==> src/rtl/temp_sched_pkg.sv <==
// Shared types and constants for the LM75 temperature read scheduler.
package temp_sched_pkg;

    typedef enum logic [2:0] {
        ST_IDLE,
        ST_WAIT,
        ST_ISSUE,
        ST_BUSY,
        ST_BACKOFF
    } sched_state_t;

    localparam logic [6:0] LM75_ADDR_DEF = 7'h48;
    localparam logic [7:0] LM75_PTR_TEMP = 8'h00;
    localparam int         F_OFFSET      = 32;

endpackage

==> src/rtl/temp_c2f.sv <==
// Combinational signed Celsius-to-Fahrenheit conversion: f = (c*9)/5 + 32,
// truncating toward zero. The parent registers the result.
module temp_c2f
    import temp_sched_pkg::*;
(
    input  logic [7:0] temp_c,
    output logic [9:0] temp_f
);

    localparam logic signed [11:0] OFFSET = 12'(F_OFFSET);

    logic signed [11:0] c_ext;

    assign c_ext = {{4{temp_c[7]}}, temp_c};

    // 12-bit signed covers -128*9 .. 127*9; SV signed division truncates toward zero.
    assign temp_f = 10'((c_ext * 12'sd9) / 12'sd5 + OFFSET);

endmodule

==> src/rtl/temp_read_scheduler.sv <==
// Periodic LM75 temperature read sequencer: schedules reads, retries failures and
// publishes Celsius/Fahrenheit. Define TEMP_SCHED_TIMEOUT_EN to add a BUSY watchdog.
module temp_read_scheduler
    import temp_sched_pkg::*;
#(
    parameter int         PERIOD_CYCLES  = 2_500_000,
    parameter logic [6:0] DEV_ADDR       = LM75_ADDR_DEF,
    parameter int         MAX_RETRY      = 3,
    parameter int         BACKOFF_CYCLES = 16,
    parameter int         TIMEOUT_CYCLES = 200_000
) (
    input  logic        CLK100MHZ,
    input  logic        CPU_RESETN,
    input  logic        enable,
    input  logic        trig,
    output logic        mst_start,
    output logic [6:0]  mst_dev_addr,
    output logic [7:0]  mst_ptr,
    output logic        mst_abort,
    input  logic        mst_busy,
    input  logic        mst_done,
    input  logic        mst_ack_err,
    input  logic [15:0] mst_rdata,
    output logic [7:0]  temp_c,
    output logic [9:0]  temp_f,
    output logic        valid,
    output logic        upd,
    output logic        err,
    output logic [7:0]  err_cnt
);

    localparam int PW = $clog2(PERIOD_CYCLES + 1);
    localparam int BW = $clog2(BACKOFF_CYCLES);
    localparam int RW = $clog2(MAX_RETRY + 2);

    sched_state_t  state, state_d;
    logic [PW-1:0] period_cnt;
    logic [BW-1:0] backoff_cnt;
    logic [RW-1:0] retry_cnt;
    logic [RW-1:0] retry_nxt;
    logic          pending;
    logic          start_d;
    logic          good;
    logic          bad;
    logic          retry_more;
    logic          sample_begin;
    logic          timeout;
    logic [9:0]    f_conv;
    logic          unused_bits;

    assign mst_dev_addr = DEV_ADDR;
    assign mst_ptr      = LM75_PTR_TEMP;
    assign retry_nxt    = retry_cnt + RW'(1);
    assign retry_more   = (retry_nxt <= RW'(MAX_RETRY));
    // WAIT always holds retry_cnt == 0, so entering ISSUE from WAIT is a first attempt.
    assign sample_begin = (state == ST_WAIT) && (state_d == ST_ISSUE);

    temp_c2f u_c2f (
        .temp_c (mst_rdata[15:8]),
        .temp_f (f_conv)
    );

    // NOTE: sequential state uses non-blocking assignments so every flop sees pre-edge values.
    always_ff @(posedge CLK100MHZ or negedge CPU_RESETN) begin
        if (!CPU_RESETN) state <= ST_IDLE;
        else             state <= state_d;
    end

    // NOTE: every signal driven here gets a default first; a path without an assignment would infer a latch.
    always_comb begin
        state_d = state;
        start_d = 1'b0;
        good    = 1'b0;
        bad     = 1'b0;
        unique case (state)
            ST_IDLE: begin
                if (enable || trig || pending) state_d = ST_WAIT;
            end
            ST_WAIT: begin
                if (pending || (enable && period_cnt == '0)) state_d = ST_ISSUE;
                else if (!enable)                            state_d = ST_IDLE;
            end
            ST_ISSUE: begin
                if (!mst_busy) begin
                    start_d = 1'b1;
                    state_d = ST_BUSY;
                end
            end
            ST_BUSY: begin
                if (mst_done && !mst_ack_err) begin
                    good    = 1'b1;
                    state_d = ST_WAIT;
                end else if (mst_done || timeout) begin
                    bad     = 1'b1;
                    state_d = retry_more ? ST_BACKOFF : ST_WAIT;
                end
            end
            ST_BACKOFF: begin
                if (backoff_cnt == '0) state_d = ST_ISSUE;
            end
            default: state_d = ST_IDLE;
        endcase
    end

    always_ff @(posedge CLK100MHZ or negedge CPU_RESETN) begin
        if (!CPU_RESETN) begin
            period_cnt  <= '0;
            backoff_cnt <= '0;
            retry_cnt   <= '0;
            pending     <= 1'b0;
            mst_start   <= 1'b0;
            upd         <= 1'b0;
            temp_c      <= '0;
            temp_f      <= '0;
            valid       <= 1'b0;
            err         <= 1'b0;
            err_cnt     <= '0;
        end else begin
            mst_start <= start_d;
            upd       <= good;

            if (state != ST_IDLE && period_cnt != '0) period_cnt <= period_cnt - PW'(1);
            if (sample_begin)                         period_cnt <= PW'(PERIOD_CYCLES - 1);

            // A trig in the same cycle as the clear must survive as the next request.
            if (trig)              pending <= 1'b1;
            else if (sample_begin) pending <= 1'b0;

            if (state == ST_BACKOFF && backoff_cnt != '0) backoff_cnt <= backoff_cnt - BW'(1);

            if (good) begin
                temp_c    <= mst_rdata[15:8];
                temp_f    <= f_conv;
                valid     <= 1'b1;
                err       <= 1'b0;
                retry_cnt <= '0;
            end

            if (bad) begin
                if (retry_more) begin
                    retry_cnt   <= retry_nxt;
                    // The single ISSUE cycle completes the idle gap before the retry start.
                    backoff_cnt <= BW'(BACKOFF_CYCLES - 2);
                end else begin
                    err       <= 1'b1;
                    retry_cnt <= '0;
                    if (err_cnt != 8'hFF) err_cnt <= err_cnt + 8'd1;
                end
            end
        end
    end

`ifdef TEMP_SCHED_TIMEOUT_EN
    localparam int TW = $clog2(TIMEOUT_CYCLES + 1);

    logic [TW-1:0] to_cnt;

    assign timeout     = (state == ST_BUSY) && !mst_done && (to_cnt == TW'(TIMEOUT_CYCLES - 1));
    assign unused_bits = ^mst_rdata[7:0];

    always_ff @(posedge CLK100MHZ or negedge CPU_RESETN) begin
        if (!CPU_RESETN) begin
            to_cnt    <= '0;
            mst_abort <= 1'b0;
        end else begin
            mst_abort <= timeout;
            if (state == ST_BUSY && !timeout) to_cnt <= to_cnt + TW'(1);
            else                              to_cnt <= '0;
        end
    end
`else
    assign timeout     = 1'b0;
    assign mst_abort   = 1'b0;
    assign unused_bits = ^{mst_rdata[7:0], 1'(TIMEOUT_CYCLES)};
`endif

endmodule

==> config.mk <==
export PLATFORM = sky130hd
export DESIGN_NAME = temp_read_scheduler
export DESIGN_NICKNAME = d
export VERILOG_FILES = /design/src/rtl/temp_sched_pkg.sv /design/src/rtl/temp_c2f.sv /design/src/rtl/temp_read_scheduler.sv
export SDC_FILE = /design/constraint.sdc
export NUM_CORES = 1
export LEC_CHECK = 0
export ABC_AREA = 1
export CAP_MARGIN = 20
export CORE_ASPECT_RATIO = 1.5
export CORE_UTILIZATION = 36
export DETAILED_ROUTE_END_ITERATION = 8
export DONT_BUFFER_PORTS = 1
export PLACE_DENSITY = 0.61
export SLEW_MARGIN = 10
export SYNTH_ARGS = -nofsm -noshare
export SYNTH_HDL_FRONTEND = slang
export SYNTH_SLANG_ARGS = --single-unit
==> constraint.sdc <==
create_clock -name CLK100MHZ -period 5.2 [get_ports CLK100MHZ]
set_input_delay 0.78 -clock CLK100MHZ [delete_from_list [all_inputs] [get_ports CLK100MHZ]]
set_output_delay 0.78 -clock CLK100MHZ [all_outputs]
set_load 0.05 [all_outputs]
==> impl_metrics.env, run 1 <==
export IMPL_cts_buffers=9
export IMPL_slowest_stage="fa_2"
export IMPL_ys_seq_area_share_pct=32.3
export IMPL_avgSynthCellArea_um2=7.14
export IMPL_finalWorstSetupSlack_ns=-1.44
export IMPL_drive_gt1_share_pct=31.8
export IMPL_reg2reg_to="temp_f[3]"
export IMPL_synth_cell_types=43
export IMPL_antenna_found_initial=0
export IMPL_max_cap_violations=0
export IMPL_crit_type="in -> reg"
export IMPL_worst_hold_slack_ns=0.144
export IMPL_synthFlopType="dfrtp_1"
export IMPL_ys_warn_count=0
export IMPL_pin_count=69
export IMPL_fillCellCount=1242
export IMPL_crit_family="simple AND/OR/NAND/NOR gates"
export IMPL_reg2reg_from="state[2]"
export IMPL_finalMaxSlewViolations=0
export IMPL_worst_pin_slew_ns=0.792
export IMPL_vias=4738
export IMPL_synth_top_area_cell="dfrtp_1"
export IMPL_dpl_cell_area_um2=5600
export IMPL_drt_iter0_markers=142
export IMPL_netlist_area_leader_share_pct=32.3
export IMPL_min_path_type="in -> async"
export IMPL_hold_viol=0
export IMPL_wl_mm=13.1
export IMPL_final_nets=847
export IMPL_crit_required_ns=5.41
export IMPL_violations="setup timing"
export IMPL_status="finished, violations left"
export IMPL_final_core_util_pct=50.3
export IMPL_clk_pin_slew_ns=0.06
export IMPL_cts_buffer_depth=2
export IMPL_die_y_um=145
export IMPL_critPathMaxFanout=5
export IMPL_cts_sinks=63
export IMPL_port_buffer_count=0
export IMPL_final_common_cell="nand2_1"
export IMPL_synthCells=684
export IMPL_root_buffer="clkbuf_16"
export IMPL_fmaxAchievable_mhz=151
export IMPL_grt_max_degree=64
export IMPL_area_growth_pct=34.8
export IMPL_setup_violations=10
export IMPL_cp_common_cell="nand2_4"
export IMPL_dp_hpwl_mm=9.46
export IMPL_diodes=0
export IMPL_final_cells=964
export IMPL_slew_limit_headroom_pct=46.9
export IMPL_drtPass1Iterations=5
export IMPL_design_area_um2=6580
export IMPL_min_period_ns=6.64
export IMPL_crit_path_max_incr_delay_ns=0.49
export IMPL_ctsHoldBuffers=0
export IMPL_r2r_cells=10
export IMPL_place_congestion=0.897
export IMPL_grt_pass1_wl_mm=21.7
export IMPL_crit_buf_inv=9
export IMPL_rsz0062_at_grt="true"
export IMPL_clk_latency_ns=0.33
export IMPL_r2r_slack_ns=2.64
export IMPL_seq_area_um2=1580
export IMPL_antenna_left=0
export IMPL_core_um2=13100
export IMPL_syn_area_um2=4880
export IMPL_first_global_vias=4865
export IMPL_route_detailed_wl_per_inst_um=13.6
export IMPL_cp_end_kind="register"
export IMPL_via_per_inst=4.91
export IMPL_multi_input_area_um2=3160
export IMPL_fin_worst_skew_ns=0.00843
export IMPL_synth_edf_count=0
export IMPL_rows=51
export IMPL_grt_ovfl_total=0
export IMPL_dieArea_um2=14000
export IMPL_mostFrequentLayoutCells="nand2_1, buf_4, inv_1"
export IMPL_die_w_um=97.1
export IMPL_post_route_period_util_pct=128
export IMPL_initial_utilization_pct=37.3
export IMPL_drc=0
export IMPL_synth_area_leaders="dfrtp_1, nand2_1, inv_1"
export IMPL_crit_arrival_ns=6.85
export IMPL_cts_max_level=3
export IMPL_cts_tree="built"
export IMPL_start_kind="input port"
export IMPL_ys_async_sr_fraction_pct=100
export IMPL_ys_ff_latch=63
export IMPL_track_usage_pct=19.1
export IMPL_dpl_cell_count=905
-- synthesized netlist by cell type (7+ instances only) --
master   count
a21oi_1     15
buf_4       16
dfrtp_1     63
ha_1        23
inv_1      104
inv_2       11
nand2_1    155
nand2_2     27
nand2_4      7
nand3_1     57
nand3_2      8
nand4_1     14
nor2_1      59
nor3_1      13
o21ai_0     25
xnor2_1      7
xor2_1      21
-- cell type report --
cell class                      instances  area share (%)
Sequential cell                        63            23.9
Clock inverter                          7            1.46
Inverter                              117            6.78
Multi-Input combinational cell        495            48.0
Clock buffer                            9            3.42
Tap cell                              159            3.02
Timing Repair Buffer                  114            13.3
-- metrics by stage --
stage,worst slack (ns),setup TNS (ns)
after detailed placement,-1.74,-13.28
after CTS,-1.18,-8.37
after floorplan,-1.35,-8.58
final,-1.44,-10.27
after global routing,-1.83,-14.13
after global placement,-1.49,-11.30
-- metal layers --
metal | GRT usage, % | share of wire (%) | wire (µm)
met1 | 19.4 | 38 | 4960
met2 | 37.5 | 56 | 7310
met3 | 3.99 | 3.3 | 429
met4 | 7.86 | 3.0 | 396
met5 | 0 | 0 | 0
-- registers in the layout (all words and copies together), names as in the netlist --
| name | count |
|---|---|
| period_cnt | 22 |
| temp_f | 10 |
| valid | 1 |
| retry_cnt | 3 |
| mst_start | 1 |
| err_cnt | 8 |
| temp_c | 8 |
| pending | 1 |
| err | 1 |
| backoff_cnt | 4 |
| state | 3 |
| upd | 1 |
-- worst max path at each step --
stage                             from  slack, ns  cells after the start   endpoint
after floorplan           mst_rdata[9]      -1.35                     57  temp_f[7]
after global placement    mst_rdata[9]      -1.49                     55  temp_f[7]
after detailed placement  mst_rdata[9]      -1.74                     57  temp_f[9]
after CTS                 mst_rdata[9]      -1.18                     57  temp_f[7]
after global routing      mst_rdata[9]      -1.83                     58  temp_f[9]
final                     mst_rdata[9]      -1.44                     52  temp_f[9]
-- cells by family after synthesis --
logic type	after synthesis	share of synthesized area (%)
xor+xnor	30	5.69
flops	63	32.3
other cells	2	0.154
fa+ha+maj	24	6.30
compound gates	69	9.04
buf+inv	140	12.2
simple gates	356	34.3
-- timing repair --
action / 4_1_cts / 5_1_grt
cloned: 0 / 0
buffers inserted: 31 / 12
gates resized for setup: 40 / 42
endpoints found under the setup margin: 10 / 10
pin swaps: 34 / 52
Power of run 1 is left out: the tool's default activity adds up to more than one toggle a clock period on the data nets, which glitch-free logic cannot reach.
==> inputs of run 2 (changes only) <==
Settings changed: REMOVE_ABC_BUFFERS set to 1, SYNTH_HIERARCHICAL set to 1.
==> run 2 against run 1 <==
  * The run still ends with setup timing left
  * Global-route usage shrank 0.40 points
  * Area after synthesis grew 9.0%
  * Utilization shrank 2.5 points
  * Critical endpoint unchanged
  * Cell area grew 5.5%
  * Largest cell class unchanged
  * Critical path depth grew 6
  * Highest routed layer unchanged
  * Hold slack lost 0.0054 ns
==> impl_metrics.env, run 2 <==
export IMPL_final_nets=936
export IMPL_ys_seq_area_share_pct=29.6
export IMPL_syn_area_um2=5330
export IMPL_dpl_cell_count=1038
export IMPL_route_detailed_wl_per_inst_um=12.8
export IMPL_drive_gt1_share_pct=28.8
export IMPL_drc=0
export IMPL_drt_iter0_markers=173
export IMPL_min_period_ns=6.67
export IMPL_first_global_vias=4868
export IMPL_synth_most_common_cell="nand2_1"
export IMPL_dieArea_um2=15300
export IMPL_final_cells=1089
export IMPL_synth_top_area_cell="dfrtp_1"
export IMPL_die_w_um=101
export IMPL_finalWorstSetupSlack_ns=-1.47
export IMPL_crit_path_max_incr_delay_ns=0.59
export IMPL_crit_buf_inv=9
export IMPL_design_area_um2=6950
export IMPL_crit_required_ns=5.42
export IMPL_synthFlopType="dfrtp_1"
export IMPL_cts_buffer_depth=2
export IMPL_clk_latency_ns=0.33
export IMPL_vias=5179
export IMPL_crit_type="in -> reg"
export IMPL_hold_viol=0
export IMPL_reg_largest_list="period_cnt (22), temp_f (10)"
export IMPL_pin_count=69
export IMPL_synth_edf_count=0
export IMPL_area_growth_pct=30.5
export IMPL_post_route_period_util_pct=128
export IMPL_ys_ff_latch=63
export IMPL_max_cap_violations=0
export IMPL_fmaxAchievable_mhz=150
export IMPL_critPathMaxFanout=5
export IMPL_top_register="period_cnt"
export IMPL_final_common_cell="nand2_1"
export IMPL_netlist_top_cells_count="nand2_1, inv_1, nand3_1"
export IMPL_cts_max_level=3
export IMPL_largest_reg_flops=22
export IMPL_core_um2=14500
export IMPL_grt_ovfl_total=0
export IMPL_wl_mm=14.0
export IMPL_port_buffer_count=0
export IMPL_crit_arrival_ns=6.89
export IMPL_diodes=0
export IMPL_track_usage_pct=18.7
export IMPL_synth_cell_types=46
export IMPL_cts_buffers=9
export IMPL_clk_pin_slew_ns=0.06
export IMPL_grt_max_degree=64
export IMPL_dp_hpwl_mm=9.87
export IMPL_place_congestion=0.871
export IMPL_drtPass1Iterations=4
export IMPL_violations="setup timing"
export IMPL_rsz0062_at_grt="true"
export IMPL_slowest_stage="fa_2"
export IMPL_ys_async_sr_fraction_pct=100
export IMPL_rows=54
export IMPL_initial_utilization_pct=36.7
export IMPL_start_kind="input port"
export IMPL_cp_end_kind="register"
export IMPL_antenna_found_initial=0
export IMPL_setup_violations=10
export IMPL_via_per_inst=4.76
export IMPL_cp_common_cell="nand2_4"
export IMPL_cts_sinks=63
export IMPL_root_buffer="clkbuf_16"
export IMPL_worst_pin_slew_ns=0.682
export IMPL_mostFrequentLayoutCells="nand2_1, inv_1, buf_4"
export IMPL_r2r_slack_ns=3.06
export IMPL_ys_warn_count=6
export IMPL_fillCellCount=1436
export IMPL_status="finished, violations left"
export IMPL_min_path_type="in -> async"
export IMPL_fin_worst_skew_ns=0.00988
export IMPL_cts_tree="built"
export IMPL_netlist_area_leader_share_pct=29.6
export IMPL_finalMaxSlewViolations=0
export IMPL_synthCells=793
export IMPL_antenna_left=0
export IMPL_dpl_cell_area_um2=5880
export IMPL_die_y_um=151
export IMPL_grt_pass1_wl_mm=22.3
export IMPL_crit_family="simple AND/OR/NAND/NOR gates"
export IMPL_avgSynthCellArea_um2=6.72
export IMPL_slew_limit_headroom_pct=54.4
export IMPL_synth_area_leaders="dfrtp_1, nand2_1, nand3_1"
## run 2: cell count changes after synthesis, sizes merged, moves of 4 or more
| cell | before | now |
|---|---|---|
| nand2 | 189 | 298 |
| nand3 | 65 | 94 |
| nor2 | 60 | 74 |
| nor4 | 4 | 0 |
| xor2 | 23 | 15 |
| o21ai | 31 | 16 |
| a21oi | 17 | 7 |
| o2111ai | 4 | 0 |
| buf | 19 | 24 |
| o21bai | 1 | 7 |
| inv | 115 | 111 |
| nand3b | 4 | 8 |
## run 2: logic make-up after synthesis
logic type	count (synthesis)	synth area share [%]
buffers and inverters	138	11.7
other	2	0.141
AND/OR/NAND/NOR	506	44.4
adder cells (fa/ha/maj)	24	5.78
AO/OA/AOI/OAI	40	5.10
XOR/XNOR	20	3.29
flip-flops	63	29.6
## run 2: worst paths after layout
| kind | startpoint | end | cells past startpoint |
|---|---|---|---|
| min reg2reg | retry_cnt[2] | retry_cnt[2] | 2 |
| min | CPU_RESETN | period_cnt[4] | 0 |
| max reg2reg | state[1] | err | 6 |
| min in group CLK100MHZ | retry_cnt[2] | retry_cnt[2] | 2 |
| max | mst_rdata[12] | temp_f[9] | 58 |
| max in group asynchronous | CPU_RESETN | err_cnt[3] | 0 |
## run 2: what timing repair did
item                                    in CTS  in global routing
pin swaps                                   33                 36
hold buffers                                 0                  0
buffers inserted                            22                 14
endpoints found under the setup margin      10                 10
endpoints found under the hold margin        0                  0
resized for setup                           52                 70
## run 2: final cells by class
| class | count | area, µm² | area share (%) |
|---|---|---|---|
| inverters | 113 | 430 | 6.19 |
| clock inverters | 3 | 17.5 | 0.252 |
| clock buffers | 12 | 267 | 3.84 |
| multi-input cells | 606 | 3670 | 52.8 |
| repair buffers | 96 | 743 | 10.7 |
| well taps | 196 | 245 | 3.53 |
| flip-flops and latches | 63 | 1580 | 22.7 |
## run 2: metrics by stage
step / util (%) / setup slack, ns / setup TNS (ns) / hold slack [ns]
global route: 47.8 / -1.94 / -15.65 / 0.124
finish: 47.8 / -1.47 / -11.02 / 0.139
detailed placement: 40.5 / -1.97 / -13.77 / 0.477
global placement: 40.5 / -1.84 / -12.68 / 0.478
CTS: 45.1 / -1.32 / -8.96 / 0.127
floorplan: - / -1.53 / -9.12 / 0.457
## run 2: per-layer routing
metal	up-vias	wire (µm)	global-route usage [%]
met2	77	7690	35.6
met4	0	261	6.09
met3	17	537	3.74
met5	-	0	0
li1	2661	-	-
met1	2424	5470	20.1
Power of run 2 is left out for the same reason.
